<file path="src/rtl/sdr_16_rd_capture_if.sv">
// Read-capture bus between the SDRAM controller side and the ingress FIFO.
// master: controller/FIFO side; slave: the capture stage.
interface sdr_16_rd_capture_if #(
    parameter int PEND_W = 3
);
    logic              cmd_read;
    logic [15:0]       dq_i;
    logic              fifo_full;
    logic              ovf_clr;
    logic              fifo_wr;
    logic [31:0]       fifo_dat;
    logic              rd_pending;
    logic [PEND_W-1:0] pend_cnt;
    logic              proto_err;
    logic              overflow;

    modport master (
        output cmd_read, dq_i, fifo_full, ovf_clr,
        input  fifo_wr, fifo_dat, rd_pending, pend_cnt, proto_err, overflow
    );

    modport slave (
        input  cmd_read, dq_i, fifo_full, ovf_clr,
        output fifo_wr, fifo_dat, rd_pending, pend_cnt, proto_err, overflow
    );
endinterface

</file>
<file path="src/rtl/sdr_16_rd_capture.sv">
// SDR SDRAM read-data capture: tracks reads through CAS latency, captures the
// two 16-bit beats from DQ and writes them as one 32-bit word to the ingress FIFO.
// Optional macro SDR_RD_OVERFLOW_EN: honour fifo_full by dropping the word and
// raising a sticky overflow flag; when undefined, fifo_full is ignored.
module sdr_16_rd_capture #(
    parameter int CL     = 2,
    parameter int IO_DLY = 1,
    parameter int PEND_W = 3
) (
    input logic               sdram_clk,
    input logic               sdram_rst,
    sdr_16_rd_capture_if.slave bus
);
    localparam int                MK_LEN   = CL + IO_DLY;
    localparam logic [PEND_W-1:0] PEND_MAX = '1;

    typedef enum logic [1:0] {
        CAP_IDLE,
        CAP_LO,
        CAP_WR
    } cap_state_t;

    cap_state_t               state_q, state_d;
    logic [IO_DLY-1:0][15:0]  dq_p;
    logic [15:0]              dq_r;
    logic [MK_LEN-1:0]        vld_p;
    logic                     marker;
    logic                     cmd_prev;
    logic                     accept;
    logic [15:0]              hi;
    logic [31:0]              dat_q;
    logic [PEND_W-1:0]        pend_q;
    logic                     perr_q;
    logic                     hi_ld;
    logic                     dat_ld;
    logic                     done;
    logic                     drop;
    logic                     wr_en;

    // Saturating in-flight counter update; simultaneous inc and dec cancel.
    function automatic logic [PEND_W-1:0] pend_next(input logic [PEND_W-1:0] cnt,
                                                    input logic inc, input logic dec);
        if (inc && !dec) return (cnt == PEND_MAX) ? cnt : cnt + PEND_W'(1);
        if (dec && !inc) return (cnt == '0) ? cnt : cnt - PEND_W'(1);
        return cnt;
    endfunction

    // A pulse directly following another is a protocol error and is not tracked.
    assign accept = bus.cmd_read & ~cmd_prev;
    assign dq_r   = dq_p[IO_DLY-1];
    assign marker = vld_p[MK_LEN-1];

    // Input register chain from the DQ pins.
    always_ff @(posedge sdram_clk or posedge sdram_rst) begin
        if (sdram_rst) begin
            dq_p <= '0;
        end else begin
            dq_p[0] <= bus.dq_i;
            for (int i = IO_DLY - 1; i > 0; i--) dq_p[i] <= dq_p[i-1];
        end
    end

    // Read marker delay line; its last tap lines up with beat0 on dq_r.
    always_ff @(posedge sdram_clk or posedge sdram_rst) begin
        if (sdram_rst) begin
            vld_p    <= '0;
            cmd_prev <= 1'b0;
        end else begin
            vld_p    <= {vld_p[MK_LEN-2:0], accept};
            cmd_prev <= bus.cmd_read;
        end
    end

    // Capture sequencer state register.
    always_ff @(posedge sdram_clk or posedge sdram_rst) begin
        if (sdram_rst) state_q <= CAP_IDLE;
        else           state_q <= state_d;
    end

    // Sequencer next state and beat-load strobes.
    always_comb begin
        state_d = state_q;
        hi_ld   = 1'b0;
        dat_ld  = 1'b0;
        done    = 1'b0;
        case (state_q)
            CAP_IDLE: begin
                if (marker) begin
                    hi_ld   = 1'b1;
                    state_d = CAP_LO;
                end
            end
            CAP_LO: begin
                dat_ld  = 1'b1;
                state_d = CAP_WR;
            end
            CAP_WR: begin
                done = 1'b1;
                if (marker) begin
                    hi_ld   = 1'b1;
                    state_d = CAP_LO;
                end else begin
                    state_d = CAP_IDLE;
                end
            end
            default: state_d = CAP_IDLE;
        endcase
    end

    // Beat capture: the low beat goes straight into the output word so that
    // fifo_dat is valid in the CAP_WR cycle and holds between writes.
    always_ff @(posedge sdram_clk or posedge sdram_rst) begin
        if (sdram_rst) begin
            hi    <= '0;
            dat_q <= '0;
        end else begin
            if (hi_ld)  hi    <= dq_r;
            if (dat_ld) dat_q <= {hi, dq_r};
        end
    end

    // Words in flight: counts accepted reads until their CAP_WR cycle.
    always_ff @(posedge sdram_clk or posedge sdram_rst) begin
        if (sdram_rst) pend_q <= '0;
        else           pend_q <= pend_next(pend_q, accept, done);
    end

    // Sticky protocol-error flag; clear wins over a new set.
    always_ff @(posedge sdram_clk or posedge sdram_rst) begin
        if (sdram_rst)             perr_q <= 1'b0;
        else if (bus.ovf_clr)      perr_q <= 1'b0;
        else if (bus.cmd_read && cmd_prev) perr_q <= 1'b1;
    end

`ifdef SDR_RD_OVERFLOW_EN
    logic ovf_q;

    assign drop = done & bus.fifo_full;

    // Sticky overflow flag for dropped words; clear wins over a new set.
    always_ff @(posedge sdram_clk or posedge sdram_rst) begin
        if (sdram_rst)        ovf_q <= 1'b0;
        else if (bus.ovf_clr) ovf_q <= 1'b0;
        else if (drop)        ovf_q <= 1'b1;
    end

    assign bus.overflow = ovf_q;
`else
    logic unused_full;

    assign unused_full  = bus.fifo_full;
    assign drop         = 1'b0;
    assign bus.overflow = 1'b0;
`endif

    assign wr_en          = done & ~drop;
    assign bus.fifo_wr    = wr_en;
    assign bus.fifo_dat   = dat_q;
    assign bus.pend_cnt   = pend_q;
    assign bus.rd_pending = (pend_q != '0);
    assign bus.proto_err  = perr_q;
endmodule

</file>
<file path="src/flat_wrapper.sv">
// flat-port wrapper written by rule: the top's interface ports become plain ports
module sdr_16_rd_capture_flat 
#(
    parameter int CL     = 2,
    parameter int IO_DLY = 1,
    parameter int PEND_W = 3
)
  (sdram_clk, sdram_rst, bus_cmd_read, bus_dq_i, bus_fifo_full, bus_ovf_clr, bus_fifo_wr, bus_fifo_dat, bus_rd_pending, bus_pend_cnt, bus_proto_err, bus_overflow);
  sdr_16_rd_capture_if #(.PEND_W(PEND_W)) bus_i ();
  input logic sdram_clk;
  input logic sdram_rst;
  input wire logic [$bits(bus_i.cmd_read)-1:0] bus_cmd_read;
  input wire logic [$bits(bus_i.dq_i)-1:0] bus_dq_i;
  input wire logic [$bits(bus_i.fifo_full)-1:0] bus_fifo_full;
  input wire logic [$bits(bus_i.ovf_clr)-1:0] bus_ovf_clr;
  output wire logic [$bits(bus_i.fifo_wr)-1:0] bus_fifo_wr;
  output wire logic [$bits(bus_i.fifo_dat)-1:0] bus_fifo_dat;
  output wire logic [$bits(bus_i.rd_pending)-1:0] bus_rd_pending;
  output wire logic [$bits(bus_i.pend_cnt)-1:0] bus_pend_cnt;
  output wire logic [$bits(bus_i.proto_err)-1:0] bus_proto_err;
  output wire logic [$bits(bus_i.overflow)-1:0] bus_overflow;
  assign bus_i.cmd_read = bus_cmd_read;
  assign bus_i.dq_i = bus_dq_i;
  assign bus_i.fifo_full = bus_fifo_full;
  assign bus_i.ovf_clr = bus_ovf_clr;
  assign bus_fifo_wr = bus_i.fifo_wr;
  assign bus_fifo_dat = bus_i.fifo_dat;
  assign bus_rd_pending = bus_i.rd_pending;
  assign bus_pend_cnt = bus_i.pend_cnt;
  assign bus_proto_err = bus_i.proto_err;
  assign bus_overflow = bus_i.overflow;
  sdr_16_rd_capture #(.CL(CL), .IO_DLY(IO_DLY), .PEND_W(PEND_W)) u_core (.sdram_clk(sdram_clk), .sdram_rst(sdram_rst), .bus(bus_i));
endmodule
</file>
<file path="config.mk">
export PLATFORM = sky130hd
export DESIGN_NAME = sdr_16_rd_capture_flat
export DESIGN_NICKNAME = d
export VERILOG_FILES = /design/src/rtl/sdr_16_rd_capture_if.sv /design/src/rtl/sdr_16_rd_capture.sv /design/src/flat_wrapper.sv
export SDC_FILE = /design/constraint.sdc
export NUM_CORES = 1
export LEC_CHECK = 0
export CAP_MARGIN = 20
export CORE_MARGIN = 3
export CORE_UTILIZATION = 45
export CTS_CLUSTER_DIAMETER = 60
export DETAILED_ROUTE_END_ITERATION = 10
export GPL_ROUTABILITY_DRIVEN = 0
export MAX_ROUTING_LAYER = met4
export PLACE_DENSITY = 0.75
export SYNTH_ARGS = -nofsm -noshare
export SYNTH_HDL_FRONTEND = slang
export SYNTH_SLANG_ARGS = --single-unit
export TNS_END_PERCENT = 20
</file>
<file path="constraint.sdc">
create_clock -name sdram_clk -period 2.6 [get_ports sdram_clk]
set_input_delay 0.78 -clock sdram_clk [delete_from_list [all_inputs] [get_ports sdram_clk]]
set_output_delay 0.78 -clock sdram_clk [all_outputs]
set_load 0.01 [all_outputs]
</file>
After elaboration in Yosys (flattened, before gate mapping)
Cells that the tools add are included. Widths: inputs -> output; s select.

Bits in registers: 74. Latch bits: 0. RAM bits: 0. Memory bits (read-only): 0. Bits of input ports: 21. Output and inout bits: 39. Memories kept: 0.

Add/subtract/negate cells: 2. Multipliers: 0. Div/mod/pow operators: 0. Order comparisons: 0. Equality and inequality tests: 5. Shift-type cells: 0. Muxes and demuxes: 18. Bitwise gates (word level): 2. Reductions and logical operators: 12.

Operators by type and width (count): $mux 3 (6); $mux 1 (10); $pmux 2 s3 (1); $reduce_bool 2->1 (2); $add 3x1->3 const B (1); $eq 3x3->1 const B (1); $logic_and 1x1->1 (3); $logic_not 3->1 (1); $ne 3x2->1 const B (1); $reduce_bool 3->1 (1); $sub 3x1->3 const B (1); $eq 2x1->1 const B (1); $eq 2x2->1 const B (1); $logic_not 1->1 (2); $logic_not 2->1 (1); $mux 2 (1); $ne 2x1->1 const B (1); $reduce_and 2->1 (1); $reduce_or 2->1 (1); $and 1x1->1 (1); $not 1->1 (1).

Depth between registers and ports, before layout
Depth after elaboration: 8. Gate-level depth with buffers: 6. Mapped depth without buffers: 6.

Worst setup path after synthesis
Ideal clock, no wire load.

Path kind: input to register. Start: input bus_cmd_read. End: register u_core.pend_q[1] (netlist: u_core.bus.pend_cnt[1]). Library setup time: 0.079 ns. Arrival time: 1.805 ns. Slack: 0.715 ns. Stages: 6. Cell sequence: nand2b_1 > inv_1 > ha_1 > nand2b_4 > a311oi_2 > mux2i_1.

Word-level cells in the longest chain between the ends: 7. Elaborated cells between the ends (all ways): 13. Classes of those cells: 1 x eq/ne; 6 x mux; 1 x bitwise; 5 x reduce/logical.

Ends and longest elaborated chain: start: declaration (RTL line flat_wrapper.sv:12) `input wire logic [$bits(bus_i.cmd_read)-1:0] bus_cmd_read;`; $and 1x1->1 (*) (RTL line sdr_16_rd_capture.sv:49) `assign accept = bus.cmd_read & ~cmd_prev;`; via u_core.accept (RTL line sdr_16_rd_capture.sv:29) `logic accept;`; $logic_not 1->1 (RTL line sdr_16_rd_capture.sv:44) `if (dec && !inc) return (cnt == '0) ? cnt : cnt - PEND_W'(1);`; $logic_and 1x1->1 (RTL line sdr_16_rd_capture.sv:44); $mux 1 (2 in series) (RTL line sdr_16_rd_capture.sv:44); $reduce_bool 2->1 (no line); $reduce_and 2->1 (no line); end signal: assignment (RTL line sdr_16_rd_capture.sv:125) `else pend_q <= pend_next(pend_q, accept, done);`; end: declaration (RTL line sdr_16_rd_capture.sv:32) `logic [PEND_W-1:0] pend_q;`.

The timed path passes the listed nets; every way through them passes the cells marked *. The select of a mux whose other input is x is not followed. A chain may end at the register's enable or synchronous reset.

Worst setup path in the final report
Start: register u_core.pend_q[0] (netlist: u_core.bus.pend_cnt[0]). End: output bus_rd_pending.

Word-level cells in the longest chain between the ends: 1.

Ends and longest elaborated chain: $reduce_bool 3->1 (RTL line sdr_16_rd_capture.sv:160) `assign bus.rd_pending = (pend_q != '0);`; end: declaration (RTL line flat_wrapper.sv:18) `output wire logic [$bits(bus_i.rd_pending)-1:0] bus_rd_pending;`.

Every way passes these cells.

==> out/qor.yml <==
finish:
  drive_above_1_share_pct: 29.8
  fin_nets: 250
  final_cell_mix: "dfrtp_1 (74), clkdlybuf4s50_1 (57), mux2_2 (45)"
  antennaDiodeCount: 0
  mostFrequentLayoutCell: "dfrtp_1"
  area.growth.synth_to_final_pct: 30.9
critical_path:
  critPathArrivalTime_ns: 1.64
  worstPathMaxFanout: 3
  crit_path_end_kind: "output pin"
  start_kind: "flip-flop"
  path_class: "reg2out"
  worstPathRequired_ns: 1.82
clock_network:
  postCtsHoldBufs: 0
  clk_latency_ns: 0.33
  numCtsBuffers: 9
  ctsResizeCount: 0
  cts_root_buf: "clkbuf_8"
  post_cts_buffers: 0
  clockBufferDepth: 2
  cts_tree: "yes"
  cts.sinks: 74
  h-tree-depth: 3
  clk_transition_reported_paths_ns: 0.07
pwr:
  leakage_nw: 1.52
  worst_ir_drop_vdd_mv: 0.503
  powerDensity_nw_per_um2: 885
synthesis:
  synth_nets: 186
  synth_seq_area_share_pct: 68.8
  yosys_warnings: 0
  synth_seq_cells: 74
  synth_cells: 160
  synth_area_um2: 2690
  synthDistinctLibCells: 23
  avgSynthCellArea_um2: 16.8
timing:
  setup_slack_ns: 0.176
  rsz0062_at_grt: "false"
  period_share_pct: 93.2
  setup_viol: 0
  final.setup_skew_ns: 0.00575
  tns_ns: 0
  max_freq_mhz: 413
  period_needed_ns: 2.42
  hold_violations: 0
  drv_slew: 0
min_path:
  hold_path.class: "reg2reg"
place:
  dp_slack_ns: 0.139
  place_hpwl_mm: 2.89
  io_buffers: 57
job:
  cap_violations: 0
drt:
  routed_wl_mm: 4.21
  vias: 1458
  first_iter_violations: 53
  vias_per_cell: 4.86
  route.detailed.wl_per_inst_um: 14.0
  drc: 0
  ant_nets: 0
  dr.pass1.iters: 4
floorplanning:
  ios: 60
  row_count: 27
  die_y_um: 83.4
  fp.dieW_um: 83.4
  fp.coreArea_um2: 5640
  start_util_pct: 47.7
  die_area_um2: 6950
global_routing:
  grt_pass1_wl_mm: 7.37
  grt_start_max_net_pins: 75
  grt_pass1_vias: 1588
  grt_usage_pct: 14.2
  gr-total-overflow: 0
  antenna_found_initial: 0
run_status:
  status: "completed"
-- cell usage after synthesis, drive strengths merged --
library cell | count | area share (%)
a21oi | 1 | 0.19
mux2 | 48 | 20
o31ai | 1 | 0.28
a22oi | 1 | 0.28
nand2b | 4 | 1.2
nor2b | 2 | 0.46
nor2 | 2 | 0.28
nor4bb | 1 | 0.60
inv | 7 | 0.98
dfrtp | 74 | 69
and3b | 1 | 0.33
buf | 7 | 2.3
xor2 | 1 | 0.33
conb | 1 | 0.14
mux2i | 1 | 0.37
ha | 5 | 2.3
xnor2 | 1 | 0.33
a311oi | 1 | 0.56
o21ai | 1 | 0.19
-- report_power, final --
| part | internal [mW] | switching [mW] |
|---|---|---|
| clock network | 0.460 | 0.381 |
| logic | 0.494 | 0.295 |
| registers | 1.37 | 0.120 |
-- registers in the layout, indices dropped and copies added, names as in the netlist --
signal and count:
u_core.cmd_prev 1, u_core.bus.fifo_dat 32, u_core.vld_p 3, u_core.state_q 2, u_core.hi 16, u_core.dq_p 16, u_core.bus.pend_cnt 3, u_core.bus.proto_err 1
-- worst max-delay path, cell delays in order, from the launching register on --
cell             delay (ns)
dfrtp_1                0.38
inv_1                  0.09
ha_1                   0.24
nand2b_1               0.08
clkdlybuf4s50_1        0.53
-- through the flow --
stage | hold WS, ns | std cells | area (µm²) | power [mW] | utilization (%)
after floorplan | 0.331 | 160 | 2700 | 1.88 | -
after global placement | 0.332 | 285 | 3330 | 2.29 | 59.1
after detailed placement | 0.335 | 285 | 3330 | 2.32 | 59.1
after CTS | 0.350 | 300 | 3520 | 3.18 | 62.5
after global routing | 0.364 | 300 | 3520 | 3.31 | 62.5
final | 0.350 | 300 | 3520 | 3.12 | 62.5
-- path summary, 6_finish.rpt --
check	start	end	slack, ns	cells after the start
setup / recovery	u_core.bus.pend_cnt[0]	bus_rd_pending	0.18	4
hold / removal	u_core.vld_p[1]	u_core.vld_p[2]	0.35	0
setup reg to reg	u_core.state_q[0]	u_core.bus.pend_cnt[1]	0.78	6
hold reg to reg	u_core.vld_p[1]	u_core.vld_p[2]	0.35	0
max in group asynchronous	sdram_rst	u_core.hi[7]	1.41	3
min in group asynchronous	sdram_rst	u_core.bus.proto_err	0.90	3
-- cells by family (layout without fill, tap and decap cells) --
| kind of cell | Yosys count | after routing | synth area share, % |
|---|---|---|---|
| buf+inv | 14 | 82 | 3.30 |
| compound gates | 5 | 5 | 1.49 |
| simple gates | 10 | 10 | 2.88 |
| flops | 74 | 74 | 68.8 |
| fa+ha+maj | 5 | 5 | 2.32 |
| other cells | 1 | 1 | 0.139 |
| mux | 49 | 49 | 20.4 |
| xor+xnor | 2 | 2 | 0.651 |
-- final cells by class --
cell class / count / area [µm²]
Inverter: 7 / 30.0
Sequential cell: 74 / 1850
Timing Repair Buffer: 60 / 606
Clock inverter: 5 / 55.1
Tap cell: 72 / 90.1
Fill cell: 430 / 2120
Clock buffer: 10 / 138
Multi-Input combinational cell: 72 / 754
-- metal layers --
metal	up-vias	wire [µm]	share of wire [%]	GRT usage, %
li1	664	-	-	-
met1	747	1750	42	14.8
met2	42	2160	51	23.7
met3	5	251	6.0	6.65
met4	0	50	1.2	4.90
met5	-	0	0	-
Power figures use the tool's default switching activity.
